**src/rtl/riscv_id.sv**
```systemverilog
// RV32I decode stage: register file with write-through, OP/OP-IMM/LUI decode,
// and a registered operand bundle for riscv_ex with stall hold and bubble insertion.
module riscv_id #(
  parameter int XLEN = 32,
  parameter int REGN = 32,
  parameter int REGA = $clog2(REGN)
) (
  input  logic            clk,
  input  logic            rst_n,
  input  logic [31:0]     instr,
  input  logic            instr_valid,
  output logic            instr_ready,
  input  logic            stall,
  input  logic            wb_en,
  input  logic [REGA-1:0] wb_rd,
  input  logic [XLEN-1:0] wb_data,
  output logic [REGA-1:0] rd,
  output logic [XLEN-1:0] a,
  output logic [XLEN-1:0] b,
  output logic [5:0]      shamt,
  output logic [2:0]      funct3,
  output logic            invertb,
  output logic            ex_valid,
  output logic            illegal
);

  localparam logic [6:0] OPC_OP  = 7'b0110011;
  localparam logic [6:0] OPC_IMM = 7'b0010011;
  localparam logic [6:0] OPC_LUI = 7'b0110111;
  localparam logic [6:0] F7_BASE = 7'b0000000;
  localparam logic [6:0] F7_ALT  = 7'b0100000;

  logic [6:0]      opcode;
  logic [REGA-1:0] rd_f;
  logic [REGA-1:0] rs1;
  logic [REGA-1:0] rs2;
  logic [2:0]      f3;
  logic [6:0]      f7;

  assign opcode = instr[6:0];
  assign rd_f   = REGA'(instr[11:7]);
  assign f3     = instr[14:12];
  assign rs1    = REGA'(instr[19:15]);
  assign rs2    = REGA'(instr[24:20]);
  assign f7     = instr[31:25];

  logic [XLEN-1:0] regs_q [REGN];
  logic [XLEN-1:0] regs_d [REGN];

  always_comb begin
    regs_d = regs_q;
    if (wb_en && wb_rd != '0) regs_d[wb_rd] = wb_data;
  end

  always_ff @(posedge clk or negedge rst_n) begin
    if (!rst_n) regs_q <= '{default: '0};
    else        regs_q <= regs_d;
  end

  // Reads forward a same-cycle writeback so back-to-back dependents see new data.
  logic [XLEN-1:0] rs1_val;
  logic [XLEN-1:0] rs2_val;

  always_comb begin
    rs1_val = '0;
    rs2_val = '0;
    if (rs1 != '0) rs1_val = (wb_en && wb_rd == rs1) ? wb_data : regs_q[rs1];
    if (rs2 != '0) rs2_val = (wb_en && wb_rd == rs2) ? wb_data : regs_q[rs2];
  end

  logic [XLEN-1:0] imm_i;
  logic [XLEN-1:0] imm_u;

  assign imm_i = {{(XLEN-12){instr[31]}}, instr[31:20]};
  assign imm_u = XLEN'({instr[31:12], 12'b0});

  logic            legal;
  logic [XLEN-1:0] dec_a;
  logic [XLEN-1:0] dec_b;
  logic [5:0]      dec_shamt;
  logic [2:0]      dec_f3;
  logic            dec_inv;

  always_comb begin
    legal     = 1'b0;
    dec_a     = '0;
    dec_b     = '0;
    dec_shamt = '0;
    dec_f3    = '0;
    dec_inv   = 1'b0;
    case (opcode)
      OPC_OP: begin
        dec_a     = rs1_val;
        dec_b     = rs2_val;
        dec_shamt = {1'b0, rs2_val[4:0]};
        dec_f3    = f3;
        if (f7 == F7_BASE) begin
          legal = 1'b1;
        end else if (f7 == F7_ALT && f3 == 3'b000) begin
          legal   = 1'b1;
          dec_b   = '0 - rs2_val;
          dec_inv = 1'b1;
        end else if (f7 == F7_ALT && f3 == 3'b101) begin
          legal   = 1'b1;
          dec_inv = 1'b1;
        end
      end
      OPC_IMM: begin
        dec_a     = rs1_val;
        dec_b     = imm_i;
        dec_shamt = {1'b0, instr[24:20]};
        dec_f3    = f3;
        case (f3)
          3'b001: legal = (f7 == F7_BASE);
          3'b101: begin
            legal   = (f7 == F7_BASE) || (f7 == F7_ALT);
            dec_inv = instr[30];
          end
          default: legal = 1'b1;
        endcase
      end
      OPC_LUI: begin
        legal = 1'b1;
        dec_b = imm_u;
      end
      default: legal = 1'b0;
    endcase
  end

  logic consume;
  assign consume     = instr_valid && !stall;
  assign instr_ready = !stall && rst_n;

  logic [REGA-1:0] rd_q, rd_d;
  logic [XLEN-1:0] a_q, a_d;
  logic [XLEN-1:0] b_q, b_d;
  logic [5:0]      shamt_q, shamt_d;
  logic [2:0]      funct3_q, funct3_d;
  logic            invertb_q, invertb_d;
  logic            ex_valid_q, ex_valid_d;
  logic            illegal_q, illegal_d;

  // Stall holds the bundle; otherwise load the decoded instruction or a bubble.
  always_comb begin
    rd_d       = rd_q;
    a_d        = a_q;
    b_d        = b_q;
    shamt_d    = shamt_q;
    funct3_d   = funct3_q;
    invertb_d  = invertb_q;
    ex_valid_d = ex_valid_q;
    illegal_d  = 1'b0;
    if (!stall) begin
      rd_d       = '0;
      a_d        = '0;
      b_d        = '0;
      shamt_d    = '0;
      funct3_d   = '0;
      invertb_d  = 1'b0;
      ex_valid_d = 1'b0;
      illegal_d  = consume && !legal;
      if (consume && legal) begin
        rd_d       = rd_f;
        a_d        = dec_a;
        b_d        = dec_b;
        shamt_d    = dec_shamt;
        funct3_d   = dec_f3;
        invertb_d  = dec_inv;
        ex_valid_d = 1'b1;
      end
    end
  end

  always_ff @(posedge clk or negedge rst_n) begin
    if (!rst_n) begin
      rd_q       <= '0;
      a_q        <= '0;
      b_q        <= '0;
      shamt_q    <= '0;
      funct3_q   <= '0;
      invertb_q  <= 1'b0;
      ex_valid_q <= 1'b0;
      illegal_q  <= 1'b0;
    end else begin
      rd_q       <= rd_d;
      a_q        <= a_d;
      b_q        <= b_d;
      shamt_q    <= shamt_d;
      funct3_q   <= funct3_d;
      invertb_q  <= invertb_d;
      ex_valid_q <= ex_valid_d;
      illegal_q  <= illegal_d;
    end
  end

  assign rd       = rd_q;
  assign a        = a_q;
  assign b        = b_q;
  assign shamt    = shamt_q;
  assign funct3   = funct3_q;
  assign invertb  = invertb_q;
  assign ex_valid = ex_valid_q;
  assign illegal  = illegal_q;

endmodule
```
**config.mk**
```make
export PLATFORM = sky130hd
export DESIGN_NAME = riscv_id
export DESIGN_NICKNAME = d
export VERILOG_FILES = /design/src/rtl/riscv_id.sv
export SDC_FILE = /design/constraint.sdc
export NUM_CORES = 2
export LEC_CHECK = 0
export CORE_ASPECT_RATIO = 2
export CORE_UTILIZATION = 35
export CTS_CLUSTER_DIAMETER = 120
export DETAILED_ROUTE_END_ITERATION = 12
export HOLD_SLACK_MARGIN = 0.06
export PLACE_DENSITY_LB_ADDON = 0.25
export SYNTH_ARGS = -nofsm -noshare
export SYNTH_HDL_FRONTEND = slang
export SYNTH_SLANG_ARGS = --single-unit
```
**constraint.sdc**
```tcl
create_clock -name clk -period 4.8 [get_ports clk]
set_input_delay 0.96 -clock clk [delete_from_list [all_inputs] [get_ports clk]]
set_output_delay 0.96 -clock clk [all_outputs]
set_load 0.02 [all_outputs]
```
; After elaboration in Yosys (flattened, before gate mapping)
; Cells that the tools add are included.
[classes]
add_sub_neg = 1
order_cmp = 4
n_eq_ne = 8
mux = 35
bitwise = 3
reduce_logical = 19
[ops]
columns = op, n
row1 = 1024-bit bitwise mux, 1
row2 = 32-bit 2-to-1 mux, 14
row3 = 32-bit binary-select mux with 5-bit select, 2
row4 = 32-bit demux with 5-bit select, 1
row5 = 32-bit case mux with 3 select lines, 1
row6 = 1-bit by 32-bit subtractor with 32-bit output (first input constant), 1
row7 = 7-bit by 6-bit == test with 1-bit output (second input constant), 3
row8 = 6-bit greater-or-equal comparator (second input constant), 3
row9 = 5-bit inverter with 6-bit output, 3
row10 = 5-bit nonzero test, 3
row11 = 5-bit == test, 2
row12 = 1-bit logical AND, 10
row13 = 5-bit 2-to-1 mux, 2
row14 = 5-bit case mux with 2 select lines, 1
row15 = 1-bit 2-to-1 mux, 8
row16 = 7-bit by 5-bit == test with 1-bit output (second input constant), 1
row17 = 7-bit zero test, 1
row18 = 6-bit by 1-bit less-than comparator with 1-bit output (second input constant), 1
row19 = 3-bit 2-to-1 mux, 2
row20 = 1-bit case mux with 2 select lines, 2
row21 = 3-bit by 1-bit == test with 1-bit output (second input constant), 1
row22 = 3-bit == test (second input constant), 1
row23 = 3-bit zero test, 1
row24 = 1-bit case mux with 3 select lines, 1
row25 = other kinds (3), 4
[word_totals]
reg_bits = 1105
in_bits = 74
out_inout_bits = 82
elab_cells = 110

; Depth between registers and ports, before layout
[logic_depth]
ltp_word = 11
mapped_depth = 17
mapped_depth_nobuf = 14

; Least setup slack after synthesis
; Ideal clock, no wire load.
[synth_path]
kind = in2reg
from = in instr[21]
to = reg b_q[16] (netlist: b[16])
setup_ps = 124
arrival_time_ps = 3981
t_required_ps = 4676
slack_ps = 695
stages = 16
path_buffers = 2
cell_sequence = buf_4 -> clkbuf_1 -> mux4_2 -> a22oi_1 -> nand2_1 -> a211oi_2 -> nor2_1 -> inv_1 -> ha_1 -> inv_1 -> a221oi_1 -> nand4bb_1 -> nor4b_4 -> mux2i_1 -> a31oi_1 -> a211o_1
[synth_via]
elab_chain_cells = 11
word_cells_on_any_way = 14
classes_between = 1 x add/sub / 1 x eq/ne / 9 x mux / 1 x bitwise / 2 x reduce/logical
[synth_rtl]
columns = element, line
row1 = from (decl), 10  ; input logic [31:0] instr,
row2 = 5-bit inverter with 6-bit output (implied by the code), 68  ; if (rs2 != '0) rs2_val = (wb_en && wb_rd == rs2) ? wb_data : regs_q[rs2];
row3 = 32-bit binary-select mux with 5-bit select, 68
row4 = 32-bit 2-to-1 mux (implied by the code) (2 in series), 68
row5 = 32-bit 2-to-1 mux, 68
row6 = 32-bit 2-to-1 mux (*), 68
row7 = 1-bit by 32-bit subtractor with 32-bit output, 101  ; dec_b = '0 - rs2_val;
row8 = 32-bit 2-to-1 mux, 99  ; end else if (f7 == F7_ALT && f3 == 3'b000) begin
row9 = 32-bit 2-to-1 mux (*), 97  ; if (f7 == F7_BASE) begin
row10 = 32-bit case mux with 3 select lines (*), 91  ; case (opcode)
row11 = 32-bit 2-to-1 mux (*), 162  ; if (consume && legal) begin
row12 = to (signal assigned), 178  ; b_q <= '0;
row13 = to (signal assigned), 187  ; b_q <= b_d;
row14 = to (decl), 136  ; logic [XLEN-1:0] b_q, b_d;
; Mark *: on every way between the ends. The rest lies on a longest branch, timed or not. The select of a mux whose other input is x is not followed.
; A chain may end at the register's enable or synchronous reset.

; Worst setup path after layout
[layout_path]
from = in instr[20]
to = reg b_q[22] (netlist: b[22])
; Same word-level chain as after synthesis.

==> results_dict.tcl <==
set metrics [dict create \
    cts_tree "done" \
    die_w_um 293 \
    cts_root_buf "clkbuf_16" \
    dp_cells 6464 \
    cts-hold-fix-buffers 1 \
    max-clock-path-buffers 3 \
    setup-violations-final 0 \
    synthTopCellsByArea "dfrtp_1 46%, mux2_2 19%, mux4_2 17%" \
    rsz0062_at_grt "no" \
    relSlewSlack 0.197 \
    swShare 0.284 \
    setup.worst_path.end_class "flip-flop" \
    finalNonFillerCells 6650 \
    crit_type "input pin to flip-flop" \
    finClkSkew_ns 0.0282 \
    synthXorXnorAreaFrac 0.00530 \
    p_seq_frac 0.462 \
    ys_ff_latch 1104 \
    antenna_found_initial 9 \
    synth_compound_area_frac 0.0537 \
    num_vias 39600 \
    finalCritPeriodShare 0.864 \
    clkTransAtPathRegs_ns 0.07 \
    period_minus_slack_ns 4.15 \
    place_ws_ns -0.131 \
    fin_util 0.405 \
    fillers 15700 \
    overflow 0 \
    r2r_slack_ns 1.04 \
    routed_wl_um 214000 \
    yosysTopAreaCell "dfrtp_1" \
    max_stage_delay_ns 0.60 \
    grt_pass1_wl_um 310000 \
    crit_chain "buf_8, buf_12, buf_12, buf_12, buf_12, mux2i_1, a22oi_1, a21oi_1, nor4_1, buf_4, o21ai_0, buf_4, nand4_1, buf_4, buf_4, nor2_1, buf_4, buf_12, a21oi_1, xor2_1, o21ai_0" \
    worst_slack_ns 0.652 \
    yosysUniqueCellTypes 79 \
    worstPathRequired_ns 5.38 \
    grt_max_degree 156 \
    wl_per_cell_um 32.2 \
    grt_use_total 0.250 \
    area_growth_pct 14.8 \
    worstSetupPathDepth 21 \
    final_nets 4386 \
    syn_area_per_cell_um2 14.1 \
    comb_power_share 0.217 \
    switchingPower_mw 7.53 \
    multi_input_area_um2 29900 \
    power_density_nw_per_um2 388 \
    drtIter0Drc 3153 \
    drv_slew 0 \
    cts_htree_levels 3 \
    fin_total_pwr_mw 26.5 \
    synth_top_family_by_area "multiplexers" \
    ys_warn_count 0 \
    reg2reg_to "b[18]" \
    synthCells 4212 \
    cp_num_buf_inv 11 \
    reg2reg_from "regs_q[608]" \
    critPathArrivalTime_ns 4.73 \
    ys_seq_area_frac 0.465 \
    ir_worst_vdd_v 0.000304 \
    cts.repair.resized 0 \
    final_common_cell "dfrtp_1" \
    post-cts-setup-buffer-count 0 \
    rows 213 \
    die_height_um 585 \
    synth_edf_count 0 \
    hpwl_um 132000 \
    critical-path-slowest-cell "nor4_1" \
    min_from "regs_q[1009]" \
    status "completed" \
    worst_hold_path_type "flip-flop to flip-flop" \
    crit_family "buffers and inverters" \
    clk_latency_ns 0.72 \
    finalHoldViolCount 0 \
    drive_gt1_frac 0.451 \
    grt_pass1_vias 41700 \
    place_congestion 0.850 \
    layout_common_cells "1104 x dfrtp_1, 1004 x mux2_2, 440 x mux4_2, 331 x mux2i_1, 253 x buf_4" \
    pwr-share-clk 0.322 \
    synth_fp_nets 4287 \
    ant_nets 0 \
    synthMuxAreaShare 0.412 \
    synth-simple-area-share 0.0270 \
    initial_core_util 0.353 \
    drc_errors 0 \
    syn_area_um2 59500 \
    synth_top_area_frac 0.465 \
    min_path_cells 0 \
    drv_cap 0 \
    io_pins 156 \
    crit_path_start_kind "input pin" \
    max_freq_mhz 241 \
    p_int_mw 18.9 \
    ys_async_sr_fraction 1.00 \
    register_area_um2 27600 \
    dr.pass1.iters 5 \
    clock-sinks 1104 \
    path_max_fanout 18 \
    synth_fa_ha_area_frac 0.000210 \
    ys.flop_type "dfrtp_1" \
    die-area_um2 172000 \
    reg2reg_depth 17 \
    p_leak_nw 29.4 \
    cts_buffers 101 \
    tightest_slew_ns 1.20 \
    io_buffers 154 \
    core_area_um2 168000 \
    min_to "regs_q[1009]" \
    vias_per_cell 5.96 \
]
[state kept, by name, indices dropped and copies added (netlist names)]
signal,count
ex_valid,1
b,32
a,32
shamt,5
rd,5
illegal,1
invertb,1
funct3,3
regs_q,1024
[cell usage after synthesis, types with 6 or more instances]
cell,count
o221ai_1,8
o21a_1,7
nor3_1,19
buf_6,28
xor2_1,21
buf_2,34
dfrtp_1,1104
mux4_2,440
nand3b_1,7
buf_1,89
and2_1,7
o21ai_1,6
a22oi_1,149
nand3_1,11
mux2_2,1004
a21oi_1,147
nor3b_1,6
a31oi_1,18
o22ai_1,6
nor2b_1,11
mux2i_1,331
buf_4,19
xnor2_1,15
a22o_1,22
o21ai_0,73
nor2_1,110
a211oi_1,6
nor4_1,22
clkbuf_1,281
o211ai_1,7
nand2_1,110
[layout make-up]
class | instances | share of cell area
clock buffer | 148 | 0.0442
timing repair buffer | 457 | 0.0657
tap | 2257 | 0.0414
multi-input combinational | 2642 | 0.438
inverter | 5 | 0.000275
antenna | 3 | 0.000110
clock inverter | 34 | 0.00537
sequential | 1104 | 0.405
[worst register-to-register path: stages, from the launching register on]
cell and delay [ns]:
dfrtp_1 0.40, mux4_2 0.46, mux2i_1 0.14, buf_4 0.14, nor2_1 0.06, a311oi_1 0.26
a21oi_1 0.31, inv_1 0.13, ha_1 0.19, inv_1 0.06, a221oi_1 0.20, buf_4 0.15
nand4bb_1 0.18, nor4b_4 0.36, buf_4 0.19, a21oi_1 0.07, xor2_1 0.20, o221ai_1 0.18
[metrics by stage]
stage / cell area, um2 / setup TNS [ns] / hold slack [ns]
after CTS: 68300 / 0 / 0.398
after floorplan: 59500 / 0 / 0.441
after global placement: 64900 / -0.519 / 0.378
after global routing: 68300 / 0 / 0.412
final: 68300 / 0 / 0.400
after detailed placement: 64900 / -0.712 / 0.384
[how the worst max path moves through the flow]
stage / from / endpoint / slack (ns)
2_1_floorplan: instr[21] / b[16] / 0.69
3_3_place_gp: instr[20] / b[26] / -0.09
3_5_place_dp: instr[20] / b[28] / -0.13
4_1_cts: instr[20] / b[28] / 0.61
5_1_grt: instr[20] / b[22] / 0.41
6_report: instr[20] / b[22] / 0.65
[logic make-up after synthesis]
group,Yosys count
multiplexers,1775
flip-flops,1104
AO/OA/AOI/OAI,490
buffers and inverters,466
AND/OR/NAND/NOR,339
XOR/XNOR,36
adder cells (fa/ha/maj),1
other,1
[per-layer routing]
layer  track usage  vias to the layer above  routed length (um)
li1              -                    16200                   -
met1         0.306                    21600               83500
met2         0.430                     1369              108000
met3        0.0356                      432               11400
met4         0.121                        6               11100
met5             0                        -                  43
[power groups by stage]
stage,Clock [mW],Sequential (mW),Combinational [mW]
after floorplan,0,11.9,4.12
after global placement,0,12.3,5.66
after detailed placement,0,12.4,5.76
after CTS,8.70,12.2,5.77
after global routing,9.01,12.4,6.10
final,8.52,12.2,5.73
Power figures use the tool's default switching activity.
